===== config.mk =====
export PLATFORM = sky130hd
export DESIGN_NAME = fifo_wr_arbiter
export DESIGN_NICKNAME = d
export VERILOG_FILES = /design/src/rtl/fifo_wr_arbiter.sv
export SDC_FILE = /design/constraint.sdc
export NUM_CORES = 1
export LEC_CHECK = 0
export CAP_MARGIN = 10
export CORE_MARGIN = 10
export CORE_UTILIZATION = 35
export CTS_BUF_LIST = sky130_fd_sc_hd__clkbuf_4
export DETAILED_ROUTE_END_ITERATION = 12
export GPL_ROUTABILITY_DRIVEN = 0
export PLACE_DENSITY = 0.75
export SLEW_MARGIN = 30
export SYNTH_ARGS = -nofsm -noshare
export SYNTH_HDL_FRONTEND = slang
export SYNTH_SLANG_ARGS = --single-unit

===== constraint.sdc =====
create_clock -name clk -period 3.4 [get_ports clk]
set_clock_uncertainty 0.05 [all_clocks]
set_input_delay 1.02 -clock clk [delete_from_list [all_inputs] [get_ports clk]]
set_output_delay 1.02 -clock clk [all_outputs]
set_load 0.01 [all_outputs]

===== src/rtl/fifo_wr_arbiter.sv =====
// Round-robin burst arbiter that merges NREQ valid/ready streams into one FIFO write port.
// Optional macro FIFO_ARB_PRIORITY_EN: requester 0 wins every arbitration it requests.
module fifo_wr_arbiter #(
    parameter int DW    = 24,
    parameter int NREQ  = 4,
    parameter int BURST = 4
) (
    input  logic                    clk,
    input  logic                    rst,
    input  logic [NREQ-1:0]         i_valid,
    input  logic [NREQ*DW-1:0]      i_data,
    output logic [NREQ-1:0]         o_ready,
    output logic                    o_wr,
    output logic [DW-1:0]           o_wdata,
    input  logic                    i_wfull,
    output logic [$clog2(NREQ)-1:0] o_grant_id,
    output logic                    o_busy
);

    localparam int GW = $clog2(NREQ);
    localparam int CW = $clog2(BURST + 1);
    localparam logic [GW-1:0] LAST_RST = GW'(NREQ - 1);
    localparam logic [CW-1:0] CNT_LAST = CW'(BURST - 1);

    typedef enum logic {
        S_IDLE = 1'b0,
        S_XFER = 1'b1
    } state_t;

    state_t          r_state;
    state_t          w_state_nxt;
    logic [GW-1:0]   r_grant;
    logic [GW-1:0]   w_grant_nxt;
    logic [GW-1:0]   r_last;
    logic [GW-1:0]   w_last_nxt;
    logic [CW-1:0]   r_cnt;
    logic [CW-1:0]   w_cnt_nxt;
    logic            r_wr;
    logic [DW-1:0]   r_wdata;

    logic [GW-1:0]   w_rr_idx;
    logic [GW-1:0]   w_rr_pick;
    logic [GW-1:0]   w_pick;
    logic            w_any;
    logic            w_xfer;
    logic            w_acc;
    logic [DW-1:0]   w_sel_data;

    assign w_any  = |i_valid;
    assign w_xfer = (r_state == S_XFER);
    assign w_acc  = w_xfer && !i_wfull && i_valid[r_grant];

    // Walk downward so the last hit is the first valid index above last_grant.
    always_comb begin
        w_rr_idx  = '0;
        w_rr_pick = '0;
        for (int i = NREQ; i >= 1; i--) begin
            w_rr_idx = GW'((int'(r_last) + i) % NREQ);
            if (i_valid[w_rr_idx]) begin
                w_rr_pick = w_rr_idx;
            end
        end
    end

`ifdef FIFO_ARB_PRIORITY_EN
    assign w_pick = i_valid[0] ? '0 : w_rr_pick;
`else
    assign w_pick = w_rr_pick;
`endif

    always_comb begin
        o_ready    = '0;
        w_sel_data = '0;
        for (int k = 0; k < NREQ; k++) begin
            if (r_grant == GW'(k)) begin
                o_ready[k] = w_xfer && !i_wfull;
                w_sel_data = i_data[k*DW +: DW];
            end
        end
    end

    always_comb begin
        w_state_nxt = r_state;
        w_grant_nxt = r_grant;
        w_last_nxt  = r_last;
        w_cnt_nxt   = r_cnt;
        case (r_state)
            S_IDLE: begin
                if (w_any) begin
                    w_grant_nxt = w_pick;
                    w_cnt_nxt   = '0;
                    w_state_nxt = S_XFER;
                end
            end
            S_XFER: begin
                if (!i_wfull) begin
                    if (!i_valid[r_grant]) begin
                        w_state_nxt = S_IDLE;
                        w_last_nxt  = r_grant;
                    end else begin
                        w_cnt_nxt = r_cnt + 1'b1;
                        if (r_cnt == CNT_LAST) begin
                            w_state_nxt = S_IDLE;
                            w_last_nxt  = r_grant;
                        end
                    end
                end
            end
            default: begin
                w_state_nxt = S_IDLE;
            end
        endcase
    end

    // The write port is registered: an accepted beat appears one cycle later.
    always_ff @(posedge clk or posedge rst) begin
        if (rst) begin
            r_state <= S_IDLE;
            r_grant <= '0;
            r_last  <= LAST_RST;
            r_cnt   <= '0;
            r_wr    <= 1'b0;
            r_wdata <= '0;
        end else begin
            r_state <= w_state_nxt;
            r_grant <= w_grant_nxt;
            r_last  <= w_last_nxt;
            r_cnt   <= w_cnt_nxt;
            r_wr    <= w_acc;
            if (w_acc) begin
                r_wdata <= w_sel_data;
            end
        end
    end

    assign o_wr       = r_wr;
    assign o_wdata    = r_wdata;
    assign o_grant_id = r_grant;
    assign o_busy     = w_xfer;

endmodule


### Word level (Yosys, flattened, before mapping)

Cells that the tools add are included.

* input bits: 103
* output and inout bits: 32
* register bits after elaboration: 33
* logic and storage cells: 67

* bitwise operators: 2
* order comparisons: 5
* eq/ne operators: 8
* reduce and logical (&&, ||, !) cells: 8
* add/sub/neg operators: 5
* muxes and demuxes: 33

Operators with widths (number)
* $mux 24: 4
* $lt 2x3->1 const B: 5
* $mux 1: 13
* $mux 2: 6
* $bmux 1 s2: 5
* $mux 3: 3
* $pmux 3 s2: 1
* $reduce_and 3->1: 2
* $add 2x1->2 const B: 2
* $add 2x2->2 const B: 2
* $eq 2x2->1 const B: 2
* $ne 2x1->1 const B: 2
* $ne 2x2->1 const B: 2
* $reduce_or 4->1: 1
* $add 3x1->3 const B: 1
* $eq 3x2->1 const B: 1
* $eq 2x1->1 const B: 1
* $logic_and 1x1->1: 2
* $logic_not 2->1: 1
* $not 1->1: 2
* $pmux 1 s2: 1
* $reduce_and 2->1: 1
* $logic_not 1->1: 1

### Longest topological paths before layout

Gate-level depths: netlist of the first run.

* depth in word-level cells: 7
* mapped depth: 5
* mapped depth without buffers: 5

### Worst setup path after synthesis of the first run

OpenSTA, ideal clock, no wires.

* kind: in2out
* start point: input port i_wfull
* end point: output port o_ready[0]
* arrival time: 1.581 ns
* buffers on the path: 0
* cell stages on the path: 2
* setup slack: 0.749 ns
* required time: 2.330 ns
* cell sequence: or3b_4 -> nor2_1

* longest elaborated chain between the ends: 3

Ends and longest elaborated chain
* start: declaration: line 15 `input logic i_wfull,`
* $logic_not 1->1
* $logic_and 1x1->1: line 76 `o_ready[k] = w_xfer && !i_wfull;`
* $mux 1: line 75 `if (r_grant == GW'(k)) begin`
* end: declaration: line 12 `output logic [NREQ-1:0] o_ready,`

No other way between the ends.

### Final worst setup path of the first run

* start point: input port i_wfull
* end point: output port o_ready[1]

Same word-level chain as after synthesis.

==> results.tsv, run 1 <==
metric	value	unit
outcome	complete, no violations	
initial_core_util	0.3686	
drt_wl_total	6892	um
fmax	0.3032	GHz
reg2regPathDepth	3	
setup_viol	0	
dp.cells	343	
io_buffer_count	134	
ioPinCount	135	
rr_endpoint	o_wdata[22]	
ys_warn_count	0	
maxSlewHeadroom	0.6449	
syn_area	2067	um^2
area_growth	69.98	%
critPathArrivalTime	2230	ps
dr.pass1.iters	4	
grt_first_pass_wirelength	11000	um
finalMaxSlewViolations	0	
clk_pin_slew	110	ps
drtIter0Drc	62	
cts_tree	done	
grt_pass1_vias	1935	
root_buffer	clkbuf_4	
syn_inst	140	
via_per_inst	5.034	
ys_seq_elements	33	
routedWlPerCell	19.64	um
synth_area_per_cell	14.76	um^2
cts_sinks	33	
drive_above_1_share	0.2258	
r2r_slack	1250	ps
antenna_cells	0	
min_path_type	reg -> reg	
rsz0062_at_grt	false	
min_from	r_cnt[0]	
worstMarginPinSlew	532.6	ps
drcViolationCount	0	
cp-end-kind	output pin	
ant_nets	0	
critical_path_class	in -> out	
gr-total-overflow	0	
start_kind	input pin	
post-route-min-period	3298	ps
cts_resized	4	
htreeDepth	2	
hpwl	5715	um
yosysSeqAreaShare	0.4007	
peakVddDrop	0.4626	mV
vias	1767	
dieArea	9380	um^2
cap_violations	0	
path_max_fanout	3	
cts-buffers-inserted	5	
synthDistinctLibCells	33	
synth_fp_nets	245	
holdPathStages	1	
antenna_found_initial	0	
period_share	0.9699	
required	2330	ps
timing.rr.start	o_grant_id[0]	
core_area	5608	um^2
nets	383	
clk_path_buf_depth	2	
postCtsSetupRepairBufs	0	
final_cells	351	
placementRows	27	
clkLatencyLatePin	340	ps
grt_max_degree	31	
die_h	96.85	um
power_leakage	1.407	nW
grt_use_total	0.1445	
final_util	0.6265	
cts_hold_buf	0	
worstHoldEndpoint	r_cnt[0]	
hold_viol	0	
fp.dieW	96.85	um
p_per_area	697.7	nW/um^2
## worst max-delay path: stages
cell	delay, ps
clkdlybuf4s50_1	440
or3b_4	390
nor2_1	90
dlygate4sd2_1	280
## cell usage in the layout (no fill, tap or decap), types with 2 or more instances in the layout
cell,Yosys,layout
a21oi_1,2,2
buf_4,0,7
clkbuf_4,0,5
clkdlybuf4s50_1,0,130
clkinv_1,0,2
dfrtp_1,31,30
dfstp_2,2,2
dlygate4sd2_1,0,4
ha_1,2,2
inv_1,6,6
mux2_2,23,23
mux2i_1,5,5
mux4_1,4,4
mux4_2,20,20
nand2_1,6,6
nor2_1,8,8
o21ai_0,3,3
## through the flow
step / total power [mW] / cell area [um^2] / hold slack (ps) / setup slack [ps] / TNS (ps)
after floorplan: 1.650 / 2067 / 405.0 / 749.3 / 0
after global placement: 2.257 / 3468 / 421.9 / -147.6 / -284.6
after detailed placement: 2.291 / 3468 / 439.6 / -182.3 / -357.4
after CTS: 2.500 / 3513 / 462.9 / 88.98 / 0
after global routing: 2.628 / 3513 / 478.7 / 44.55 / 0
final: 2.451 / 3513 / 453.0 / 102.2 / 0
## worst max-delay path by stage
stage               startpoint    endpoint  slack [ps]  depth (start not counted)
global route           i_wfull  o_ready[0]          40                          4
global placement       i_wfull  o_ready[0]        -150                          4
floorplan              i_wfull  o_ready[0]         750                          2
finish                 i_wfull  o_ready[1]         100                          4
CTS                    i_wfull  o_ready[1]          90                          4
detailed placement     i_wfull  o_ready[1]        -180                          4
## report_power, final
group          total (mW)  internal [mW]  switching [mW]
registers           0.755          0.600           0.155
logic                1.48          0.930           0.550
clock network       0.216         0.0748           0.141
## kinds of logic (layout without fill, tap and decap cells)
kind of cell,after synthesis,in the layout,share of synthesized area
adder cells (fa/ha/maj),2,2,0.01210
AO/OA/AOI/OAI,14,14,0.05509
flip-flops,33,33,0.4007
multiplexers,54,54,0.4310
buffers and inverters,16,155,0.05145
AND/OR/NAND/NOR,21,21,0.04964
## Yosys cell counts
library cell  instances  area share
nand3b_1              1      0.0036
o21ai_0               3      0.0073
o22ai_4               1      0.0097
mux4_1                4       0.051
clkbuf_1              3      0.0054
a21oi_1               2      0.0048
a2bb2oi_1             1      0.0042
a22o_1                1      0.0042
or2b_1                1      0.0036
mux2_4                1      0.0073
o32a_1                1      0.0048
buf_2                 1      0.0024
mux2i_1               5       0.024
o211ai_1              1      0.0036
ha_1                  2       0.012
or3b_4                1      0.0054
mux2_1                1      0.0054
mux4_2               20        0.22
dfrtp_1              31        0.38
a21boi_0              1      0.0036
nand2_1               6       0.011
a211o_1               1      0.0042
nor4_1                1      0.0030
mux2_2               23        0.13
o2bb2ai_1             1      0.0042
dfstp_2               2       0.025
nor3_1                1      0.0024
inv_1                 6       0.011
nand2b_1              1      0.0030
nor2_1                8       0.015
or2_2                 1      0.0030
a311oi_1              1      0.0042
buf_6                 6       0.033
## registers in the layout (all words and copies together) (netlist names)
signal / count
o_wr: 1
r_last: 2
o_wdata: 24
r_cnt: 3
o_grant_id: 2
o_busy: 1
## per-layer routing
layer / GRT usage / share of wire
met4: 0.03044 / 0.0058
met2: 0.2582 / 0.53
met5: 0 / 0
met3: 0.03974 / 0.054
met1: 0.1667 / 0.41
## final cells by class
type                    count  area (um^2)
fillers                   481         2095
repair buffers            141         1389
multi-input cells          91         1132
flip-flops and latches     33        829.5
well taps                  72        90.09
clock buffers               5        37.54
inverters                   6        22.52
clock inverters             3        12.51
Power figures use the tool's default switching activity.
==> inputs of run 2 (changes only) <==
--- a/config.mk
+++ b/config.mk
@@ -6,7 +6,7 @@
 export NUM_CORES = 1
 export LEC_CHECK = 0
 export CAP_MARGIN = 10
-export CORE_MARGIN = 10
+export CORE_MARGIN = 4
 export CORE_UTILIZATION = 35
 export CTS_BUF_LIST = sky130_fd_sc_hd__clkbuf_4
 export DETAILED_ROUTE_END_ITERATION = 12
==> run 2 against run 1 <==
- highest routed layer unchanged
- routed wire length shrank 12%
- non-clock buffer count down 1
- worst setup slack lost 50 ps
- clock power rose by 34%
- maximum frequency shrank 1.5%
- critical endpoint is now o_ready[2]
==> results.tsv, run 2 (synthesis results as in run 1) <==
metric	value	unit	change
fillers	492		was 481
holdPathStages	1		unchanged
hold_viol	0		unchanged
ant_nets	0		unchanged
fmax	0.2987	GHz	was 0.3032 GHz
path_cells	clkdlybuf4s50_1 -> nand3b_1 -> nor2_1 -> clkdlybuf4s50_1		was clkdlybuf4s50_1 -> or3b_4 -> nor2_1 -> dlygate4sd2_1
min_from	r_cnt[0]		unchanged
reg2regPathDepth	7		was 3
peakVddDrop	0.7002	mV	was 0.4626 mV
cts_sinks	33		unchanged
cap_violations	0		unchanged
fp.dieW	84.85	um	was 96.85 um
largest_reg_flops	24		unchanged
cts_tree	done		unchanged
dpl_cell_area	3466	um^2	was 3468 um^2
nets	382		was 383
core_area	5608	um^2	unchanged
via_per_inst	5.117		was 5.034
r2r_slack	1340	ps	was 1250 ps
root_buffer	clkbuf_4		unchanged
dieArea	7200	um^2	was 9380 um^2
outcome	complete, no violations		unchanged
timing.rr.start	o_grant_id[1]		was o_grant_id[0]
power_leakage	1.411	nW	was 1.407 nW
post-route-min-period	3348	ps	was 3298 ps
ioPinCount	135		unchanged
rsz0062_at_grt	false		unchanged
drcViolationCount	0		unchanged
initial_core_util	0.3686		unchanged
grt_max_degree	31		unchanged
clk_pin_slew	90	ps	was 110 ps
cts_hold_buf	0		unchanged
grt_use_total	0.1736		was 0.1445
clkLatencyLatePin	330	ps	was 340 ps
final_cells	350		was 351
cp_common_cell	clkdlybuf4s50_1		
mostFrequentLayoutCells	clkdlybuf4s50_1 (131), dfrtp_1 (30), mux2_2 (23)		was clkdlybuf4s50_1 (130), dfrtp_1 (30), mux2_2 (23)
hpwl	4815	um	was 5715 um
grt_pass1_vias	2011		was 1935
min_path_type	reg -> reg		unchanged
drt_wl_total	6093	um	was 6892 um
antenna_cells	0		unchanged
dr.pass1.iters	4		unchanged
placementRows	27		unchanged
worstHoldEndpoint	r_cnt[0]		unchanged
maxSlewHeadroom	0.5703		was 0.6449
area_growth	71.73	%	was 69.98%
htreeDepth	2		unchanged
final_area	3550	um^2	was 3513 um^2
required	2330	ps	about the same
drive_above_1_share	0.2266		was 0.2258
mostFrequentLayoutCell	clkdlybuf4s50_1		unchanged
finalMaxSlewViolations	0		unchanged
critical_path_class	in -> out		unchanged
vias	1791		was 1767
setup_viol	0		unchanged
antenna_found_initial	0		unchanged
p_per_area	712.2	nW/um^2	was 697.7 nW/um^2
cts-buffers-inserted	5		unchanged
period_share	0.9846		was 0.9699
gr-total-overflow	0		unchanged
crit_slowest_cell	clkdlybuf4s50_1		unchanged
cp-end-kind	output pin		unchanged
io_buffer_count	134		unchanged
routedWlPerCell	17.41	um	was 19.64 um
critPathMaxStageDelay	540	ps	was 440 ps
grt_first_pass_wirelength	9887	um	was 11000 um
clk_path_buf_depth	2		unchanged
path_max_fanout	3		unchanged
drtIter0Drc	34		was 62
worstMarginPinSlew	643.8	ps	was 532.6 ps
start_kind	input pin		unchanged
dp.cells	341		was 343
die_h	84.85	um	was 96.85 um
rr_endpoint	o_wdata[4]		was o_wdata[22]
critPathArrivalTime	2280	ps	was 2230 ps
-- run 2: cell types whose count changed in the layout (fill, tap and decap cells not counted) --
| cell | before | now |
|---|---|---|
| clkinv_1 | 2 | 1 |
| buf_4 | 7 | 5 |
| clkbuf_4 | 5 | 6 |
| clkdlybuf4s50_1 | 130 | 131 |
| clkdlybuf4s15_1 | 0 | 1 |
| clkinv_2 | 1 | 0 |
| dlygate4sd2_1 | 4 | 2 |
| bufinv_16 | 0 | 1 |
| buf_12 | 0 | 1 |
-- run 2: layer usage --
metal / up-vias / GRT usage / wire (um)
met1: 875 / 0.1999 / 2282
met3: 11 / 0.06311 / 551
met2: 80 / 0.2975 / 3135
met5: - / 0 / 0
li1: 825 / - / -
met4: 0 / 0.06187 / 123
-- run 2: final cells by class --
cell class | instances | area, um^2 | area share
clock buffers | 6 | 45.04 | 0.01269
clock inverters | 2 | 33.78 | 0.009517
inverters | 6 | 22.52 | 0.006345
multi-input cells | 91 | 1132 | 0.3190
flip-flops and latches | 33 | 829.5 | 0.2337
well taps | 72 | 90.09 | 0.02538
repair buffers | 140 | 1396 | 0.3934
-- run 2: what timing repair did --
item / in CTS / in global routing
gates resized for setup: 3 / 1
setup endpoints to repair: 4 / 1
gates cloned: 0 / 0
setup buffers: 1 / 0
-- run 2: through the flow --
step | setup WS (ps) | hold slack [ps] | TNS (ps) | util | power, mW
floorplan | 749.3 | 405.0 | 0 | - | 1.650
global placement | -187.2 | 421.9 | -473.8 | 0.6180 | 2.239
detailed placement | -197.3 | 428.3 | -484.0 | 0.6180 | 2.275
CTS | 41.83 | 445.8 | 0 | 0.6328 | 2.576
global route | 2.482 | 482.0 | 0 | 0.6330 | 2.717
finish | 52.24 | 441.1 | 0 | 0.6330 | 2.528
-- run 2: how the worst max path moves through the flow --
stage	slack [ps]	from	end	depth (start not counted)
final	50	i_wfull	o_ready[2]	4
after global routing	2	i_wfull	o_ready[2]	4
after CTS	40	i_wfull	o_ready[2]	4
after detailed placement	-200	i_wfull	o_ready[1]	4
after global placement	-190	i_wfull	o_ready[1]	4
after floorplan	750	i_wfull	o_ready[0]	2
-- run 2: critical path, delay by kind of cell --
family	cells	cell delay [ps]
buf+inv	2	970
simple gates	2	280
-- run 2: power by group --
group	internal, mW	switching, mW	leakage [nW]
Sequential	0.601	0.137	0.388
Clock	0.161	0.129	0.0433
Combinational	0.938	0.562	0.979
Total	1.70	0.828	1.41
